==> src/rtl/dt_arbiter.sv <==
`default_nettype none
// ============================================================================
// Module   : dt_arbiter
// Purpose  : Grants the smallest requested timestep each cycle, clamped so
//            emulated time never passes stop_time.
// Revision : 1.0
// ============================================================================
module dt_arbiter #(
    parameter int          N_REQ      = 2,
    parameter int          DT_WIDTH   = 25,
    parameter int          TIME_WIDTH = 39,
    parameter int unsigned DT_MAX     = 2**(DT_WIDTH-1)-1
) (
    input  logic                      emu_clk,
    input  logic                      emu_rst,
    input  logic                      run,
    input  logic                      stall,
    input  logic [TIME_WIDTH-1:0]     stop_time,
    input  logic [N_REQ*DT_WIDTH-1:0] dt_req,
    output logic [DT_WIDTH-1:0]       emu_dt,
    output logic [TIME_WIDTH-1:0]     emu_time,
    output logic [N_REQ-1:0]          dt_src,
    output logic [1:0]                state,
    output logic [31:0]               step_count
);

    typedef enum logic [1:0] {
        S_IDLE  = 2'd0,
        S_RUN   = 2'd1,
        S_PAUSE = 2'd2,
        S_DONE  = 2'd3
    } state_t;

    localparam logic [TIME_WIDTH-1:0] c_DT_MAX = TIME_WIDTH'(DT_MAX);

    state_t                r_state;
    logic [DT_WIDTH-1:0]   r_emu_dt;
    logic [TIME_WIDTH-1:0] r_emu_time;
    logic [N_REQ-1:0]      r_dt_src;
    logic [31:0]           r_step_count;

    state_t                w_state_nxt;
    logic [TIME_WIDTH-1:0] w_time_nxt;
    logic [TIME_WIDTH-1:0] w_remaining;
    logic [TIME_WIDTH-1:0] w_limit;
    logic                  w_stop_hit;
    logic [DT_WIDTH-1:0]   w_best_req;
    logic [N_REQ-1:0]      w_best_oh;
    logic                  w_req_wins;
    logic [DT_WIDTH-1:0]   w_cand;
    logic [DT_WIDTH-1:0]   w_dt_nxt;
    logic [N_REQ-1:0]      w_src_nxt;

    always_comb begin
        w_time_nxt  = r_emu_time + TIME_WIDTH'(r_emu_dt);
        w_stop_hit  = (stop_time <= w_time_nxt);
        w_remaining = w_stop_hit ? '0 : (stop_time - w_time_nxt);
        w_limit     = (c_DT_MAX < w_remaining) ? c_DT_MAX : w_remaining;
    end

    // Strict less-than keeps the lowest index on ties.
    always_comb begin
        w_best_req   = dt_req[DT_WIDTH-1:0];
        w_best_oh    = '0;
        w_best_oh[0] = 1'b1;
        for (int i = 1; i < N_REQ; i++) begin
            if (dt_req[i*DT_WIDTH +: DT_WIDTH] < w_best_req) begin
                w_best_req   = dt_req[i*DT_WIDTH +: DT_WIDTH];
                w_best_oh    = '0;
                w_best_oh[i] = 1'b1;
            end
        end
        w_req_wins = (TIME_WIDTH'(w_best_req) <= w_limit);
        w_cand     = w_req_wins ? w_best_req : w_limit[DT_WIDTH-1:0];
    end

    always_comb begin
        w_state_nxt = r_state;
        case (r_state)
            S_IDLE: begin
                if (run) w_state_nxt = S_RUN;
            end
            S_RUN: begin
                if (w_stop_hit)         w_state_nxt = S_DONE;
                else if (stall || !run) w_state_nxt = S_PAUSE;
            end
            S_PAUSE: begin
                if (w_stop_hit)         w_state_nxt = S_DONE;
                else if (!stall && run) w_state_nxt = S_RUN;
            end
            S_DONE:  w_state_nxt = S_DONE;
            default: w_state_nxt = S_IDLE;
        endcase
    end

    always_comb begin
        w_dt_nxt  = '0;
        w_src_nxt = '0;
        if (w_state_nxt == S_RUN) begin
            w_dt_nxt  = w_cand;
            w_src_nxt = w_req_wins ? w_best_oh : '0;
        end
    end

    always_ff @(posedge emu_clk) begin
        if (emu_rst) begin
            r_state      <= S_IDLE;
            r_emu_dt     <= '0;
            r_emu_time   <= '0;
            r_dt_src     <= '0;
            r_step_count <= '0;
        end else begin
            r_state    <= w_state_nxt;
            r_emu_dt   <= w_dt_nxt;
            r_emu_time <= w_time_nxt;
            r_dt_src   <= w_src_nxt;
            if (w_dt_nxt != '0) r_step_count <= r_step_count + 32'd1;
        end
    end

    assign emu_dt     = r_emu_dt;
    assign emu_time   = r_emu_time;
    assign dt_src     = r_dt_src;
    assign state      = r_state;
    assign step_count = r_step_count;

endmodule
`default_nettype wire

==> config.mk <==
export PLATFORM = sky130hd
export DESIGN_NAME = dt_arbiter
export DESIGN_NICKNAME = d
export VERILOG_FILES = /design/src/rtl/dt_arbiter.sv
export SDC_FILE = /design/constraint.sdc
export NUM_CORES = 1
export LEC_CHECK = 0
export BUFFER_PORTS_ARGS = -buffer_cell sky130_fd_sc_hd__buf_2
export CAP_MARGIN = 20
export CORE_UTILIZATION = 35
export DETAILED_ROUTE_END_ITERATION = 7
export PLACE_DENSITY = 0.64
export SYNTH_ARGS = -nofsm -noshare
export SYNTH_HDL_FRONTEND = slang
export SYNTH_SLANG_ARGS = --single-unit
export TNS_END_PERCENT = 1
==> constraint.sdc <==
create_clock -name emu_clk -period 15.3 [get_ports emu_clk]
set_clock_uncertainty 0.2 [all_clocks]
set_input_delay 2.295 -clock emu_clk [delete_from_list [all_inputs] [get_ports emu_clk]]
set_output_delay 2.295 -clock emu_clk [all_outputs]
set_load 0.005 [all_outputs]
Word-level counts from Yosys, hierarchy flattened
Index checks and enable logic that the tools add are counted.

storage, ports and cells
  bits in registers = 100
  input port bits = 93
  output and inout port bits = 100
  logic and storage cells = 37

cells by class
  multiplexer cells = 12
  bitwise logic cells = 2
  $add $sub $neg = 3
  order comparisons = 4
  reductions and logical operators = 7
  eq/ne operators = 4

operators with widths
  cell                                                 number
  2-to-1 mux 39 bit                                    2
  2-to-1 mux 25 bit                                    3
  adder 39 x 25 -> 39 bit                              1
  <= comparator 25 x 39 -> 1 bit                       1
  <= comparator 39 bit                                 1
  < comparator 24 x 39 -> 1 bit, first input constant  1
  subtractor 39 bit                                    1
  adder 32 x 1 -> 32 bit, second input constant        1
  < comparator 25 bit                                  1
  nonzero test 25 bit                                  1
  2-to-1 mux 2 bit                                     6
  case mux 2 bit (4 select lines)                      1
  equality test 2 x 1 -> 1 bit, second input constant  2
  equality test 2 bit, second input constant           2
  OR reduction 3 bit                                   1
  zero test 1 bit                                      2
  zero test 2 bit                                      1
  inverter 1 bit                                       2
  logical AND 1 bit                                    1
  logical OR 1 bit                                     1

Longest topological paths before layout
  depth after elaboration = 9
  depth in mapped cells = 48
  gate-level depth less buffers = 44

Least setup slack after synthesis
No wires, ideal clock.

  path kind = input port to flip-flop
  start = in stop_time[1]
  end = reg r_step_count[1] (netlist: step_count[1])
  data arrival time = 9.843 ns
  cell stages on the path = 37
  setup slack = 5.129 ns
  required time = 14.972 ns
  path through = ha_1 nor2b_1 o31a_1 o211a_1 nor2b_1 a2111oi_1 o311ai_1 maj3_2 maj3_2 a32oi_1 mux2i_1 nand4_2 nor3_1 o2111a_1 nand2_1 clkbuf_1 o21ai_0 ha_1 nor2b_1 o21a_1 o21a_1 o21a_1 o21a_1 o21ai_0 a21oi_1 o311ai_0 a21oi_1 or4b_1 and2_1 nor4b_1 nand4_1 a211oi_2 and3_4 buf_6 buf_6 mux2i_1 nor2_1

on the way
  word-level cells in the longest chain between the ends = 8
  elaborated cells on any way between the ends = 13
  those cells by class = add/sub: 1; order compare: 3; eq/ne: 1; mux: 7; reduce/logical: 1

RTL lines
  what                                                       line    source
  from (decl)                                                18      input logic [TIME_WIDTH-1:0] stop_time,
  subtractor 39 bit or <= comparator 39 bit (tied branches)  57, 56
  2-to-1 mux 39 bit                                          57      w_remaining = w_stop_hit ? '0 : (stop_time - w_time_nxt);
  < comparator 24 x 39 -> 1 bit                              58      w_limit = (c_DT_MAX < w_remaining) ? c_DT_MAX : w_remaining;
  2-to-1 mux 39 bit                                          58
  <= comparator 25 x 39 -> 1 bit                             73      w_req_wins = (TIME_WIDTH'(w_best_req) <= w_limit);
  2-to-1 mux 25 bit                                          74      w_cand = w_req_wins ? w_best_req : w_limit[DT_WIDTH-1:0];
  2-to-1 mux 25 bit (*)                                      99      if (w_state_nxt == S_RUN) begin
  nonzero test 25 bit (*)                                    117     if (w_dt_nxt != '0) r_step_count <= r_step_count + 32'd1;
  to (signal assigned)                                       117
  to (decl)                                                  40      logic [31:0] r_step_count;

Every way passes the cells marked *; elsewhere a longest branch is shown, timed or not.
A chain may end at the register's enable or synchronous reset.

Final worst setup path
  start = reg r_emu_dt[0] (netlist: emu_dt[0])
  end = reg r_step_count[1] (netlist: step_count[1])

on the way
  word-level cells in the longest chain between the ends = 9
  elaborated cells on any way between the ends = 14
  those cells by class = add/sub: 2; order compare: 3; eq/ne: 1; mux: 7; reduce/logical: 1

RTL lines
  what                                                       line    source
  from (decl)                                                37      logic [DT_WIDTH-1:0] r_emu_dt;
  from (signal assigned)                                     114     r_emu_dt <= w_dt_nxt;
  adder 39 x 25 -> 39 bit (*)                                55      w_time_nxt = r_emu_time + TIME_WIDTH'(r_emu_dt);
  subtractor 39 bit or <= comparator 39 bit (tied branches)  57, 56
  2-to-1 mux 39 bit                                          57
  < comparator 24 x 39 -> 1 bit                              58
  2-to-1 mux 39 bit                                          58
  <= comparator 25 x 39 -> 1 bit                             73
  2-to-1 mux 25 bit                                          74
  2-to-1 mux 25 bit (*)                                      99
  nonzero test 25 bit (*)                                    117

Marks and branches as above.

==> qor.csv <==
stage,metric,value,unit
power_and_ir_drop,ir_drop,0.0637,mV
synthesis,synth_nets,1564,
worst_setup_path,cp_slowest_cell,a2111oi_1,
cts,clkLatencyLatePin,0.37,ns
global_routing,overflow,0,
timing,hold_ws,0.285,ns
synthesis,yosys_warnings,0,
global_routing,grt_pass1_wl,53.5,mm
timing,rsz0062_at_grt,false,
worst_setup_path,path_class,register to register,
drt,num_vias,11100,
timing,hold_viol_final,0,
die,rows,62,
synthesis,synth.avg_cell_area,7.61,sq um
drt,wl_per_cell,18.2,microns
cts,cts.sinks,100,
synthesis,async_reset_ff_frac,0,
place,port_buffers,192,
worst_setup_path,crit_arrival,11.91,ns
cts,clk_pin_slew,0.08,ns
finish,design_area,11900,sq um
finish,drive_above_1_share,0.180,
cts,cts_setup_buffers,0,
drt,detail_route.iter0.violations,1063,
global_routing,top_usage_layer,met2,
power_and_ir_drop,combPwrFrac,0.484,
cts,htreeDepth,3,
cts,post_cts_resized,0,
drt,detail_route.vias_per_cell,5.80,
finish,layout_commonest_cell,buf_2,
global_routing,grt_util_met1,0.290,
worst_setup_path,max_stage_delay,0.65,ns
timing,fin_crit_sh,0.777,
synthesis,synthFlopType,dfxtp_1,
cts,cts_made_buffers,9,
place,dp_hpwl,27.9,mm
place,place.gp.congestion,0.930,
power_and_ir_drop,clockPowerShare,0.227,
timing,tightestPinTransition,1.10,ns
timing,setup_viol,0,
die,die_y,174,microns
finish,finish.utilization,0.412,
drt,drc,0,
place,place_inst,1890,
timing,slew_violations,0,
finish,final_cells,1907,
finish,nets,1714,
power_and_ir_drop,seqPwrFrac,0.289,
cts,cts_tree,done,
synthesis,synth.area.top_cells,"dfxtp_1 19%, ha_1 12%, nor2_1 5.5%",
synthesis,yosysSeqAreaShare,0.192,
timing,slew_headroom,0.266,
status,outcome,"complete, no violations",
synthesis,ys_ff_latch,100,
global_routing,antenna_found_initial,3,
worst_setup_path,start_kind,register,
worst_setup_path,critPathRequiredTime,15.33,ns
die,core-area,28900,sq um
synthesis,synthDistinctLibCells,100,
worst_setup_path,reg2reg_slack,3.42,ns
timing,period_minus_slack,11.88,ns
synthesis,syn_inst,1367,
cts,postCtsHoldBufs,0,
place,post-place-ws,3.50,ns
global_routing,grt_use_total,0.221,
finish,final_cell_mix,"192 x buf_2, 152 x nor2_1, 104 x a21oi_1",
timing,clock.fmax,84.1,MHz
worst_setup_path,path_max_fanout,68,
global_routing,gr-usage-met3,0.0381,
cts,cts_buffer_depth,2,
die,die_x,174,microns
power_and_ir_drop,finalPower,1.04,mW
hold_path,hp-class,register to register,
die,initial_core_util,0.360,
drt,firstDrtPassIters,5,
synthesis,synth_top_cell_by_area,dfxtp_1,
die,ios,193,
finish,multi_input_area,7980,sq um
worst_setup_path,critPathCaptureType,register,
timing,tns,0,ns
power_and_ir_drop,p_sw,0.451,mW
place,placed_cell_area,11600,sq um
drt,ant_nets,0,
die,die_area,30400,sq um
finish,layout-area-overhead-vs-synth,14.6,%
global_routing,grt_pass1_vias,10300,
finish,seq_area,2000,sq um
timing,fin_ws,3.42,ns
flow_run,drv_cap,0,
finish,fill_cells,3007,
synthesis,netlist_area,10400,sq um
power_and_ir_drop,powerDensity,87.2,nW/um^2
power_and_ir_drop,leakage,5.11,nW
synthesis,synth_edf_count,0,
synthesis,synth.top_cell.area_share,0.192,
power_and_ir_drop,intPower,0.589,mW
power_and_ir_drop,swShare,0.434,
drt,drt_wl_total,34.6,mm
global_routing,use_met2,0.353,
global_routing,grt_max_degree,71,
cts,cts-root-buf,clkbuf_16,
-- Yosys cell counts (11+ instances only) --
library cell / number
xor2_1: 29
nand4_1: 33
buf_2: 11
nand3_1: 38
nor2b_1: 16
o21a_1: 29
mux2_2: 24
dfxtp_1: 100
and3_1: 19
o211ai_1: 20
o21ai_0: 78
a211oi_1: 31
nand2_1: 97
inv_1: 47
nand2b_1: 16
o21ai_1: 28
nor2_1: 152
or3_1: 22
ha_1: 102
a31oi_1: 12
nor3_1: 28
a21o_1: 39
xnor2_1: 31
o31ai_1: 11
clkbuf_1: 37
a21oi_1: 105
nor4_1: 13
mux2i_1: 16
and2_1: 20
-- per-layer routing --
metal | up-vias | wire (microns)
met5 | - | 20
li1 | 5409 | -
met2 | 463 | 15400
met4 | 4 | 1280
met1 | 5115 | 15700
met3 | 67 | 2240
-- critical path, delay by kind of cell, from the launching register on --
kind | cells | cell delay, ns
compound gates | 20 | 5.17
simple gates | 11 | 2.53
fa+ha+maj | 6 | 1.97
xor+xnor | 2 | 0.84
buf+inv | 2 | 0.39
flops | 1 | 0.35
mux | 1 | 0.24
-- state kept, by name, summed over array words and instances, names as in the netlist --
register    count
emu_time       39
dt_src          2
state           2
emu_dt         25
step_count     32
-- power by group through the flow --
stage                     sequential, mW  clock (mW)  combinational, mW
after floorplan                    0.299           0              0.355
after global placement             0.306           0              0.488
after detailed placement           0.307           0              0.490
after CTS                          0.300       0.242              0.494
after global routing               0.302       0.254              0.553
final                              0.301       0.236              0.504
-- worst paths after layout --
| check | from | cells after the start | endpoint |
|---|---|---|---|
| setup / recovery | emu_dt[0] | 42 | step_count[1] |
| hold / removal | step_count[31] | 2 | step_count[31] |
| setup reg to reg | emu_dt[0] | 42 | step_count[1] |
| hold reg to reg | step_count[31] | 2 | step_count[31] |
-- cell families (layout without fill, tap and decap cells) --
group,count (synthesis),after routing,share of synthesized area
and+or+nand+nor,512,512,0.255
AOI/OAI and AO/OA,433,433,0.274
adders and majority gates,110,110,0.133
buffers and inverters,105,260,0.0425
DFF,100,100,0.192
xor gates and xnor gates,65,65,0.0607
muxes,41,41,0.0428
other,1,2,0.000360
-- layout make-up --
class | instances | share of cell area
flip-flops and latches | 100 | 0.168
multi-input cells | 1162 | 0.669
clock buffers | 9 | 0.0189
diodes | 1 | 0.000210
well taps | 384 | 0.0403
inverters | 48 | 0.0151
clock inverters | 7 | 0.00587
repair buffers | 196 | 0.0831
Power figures use the tool's default switching activity.
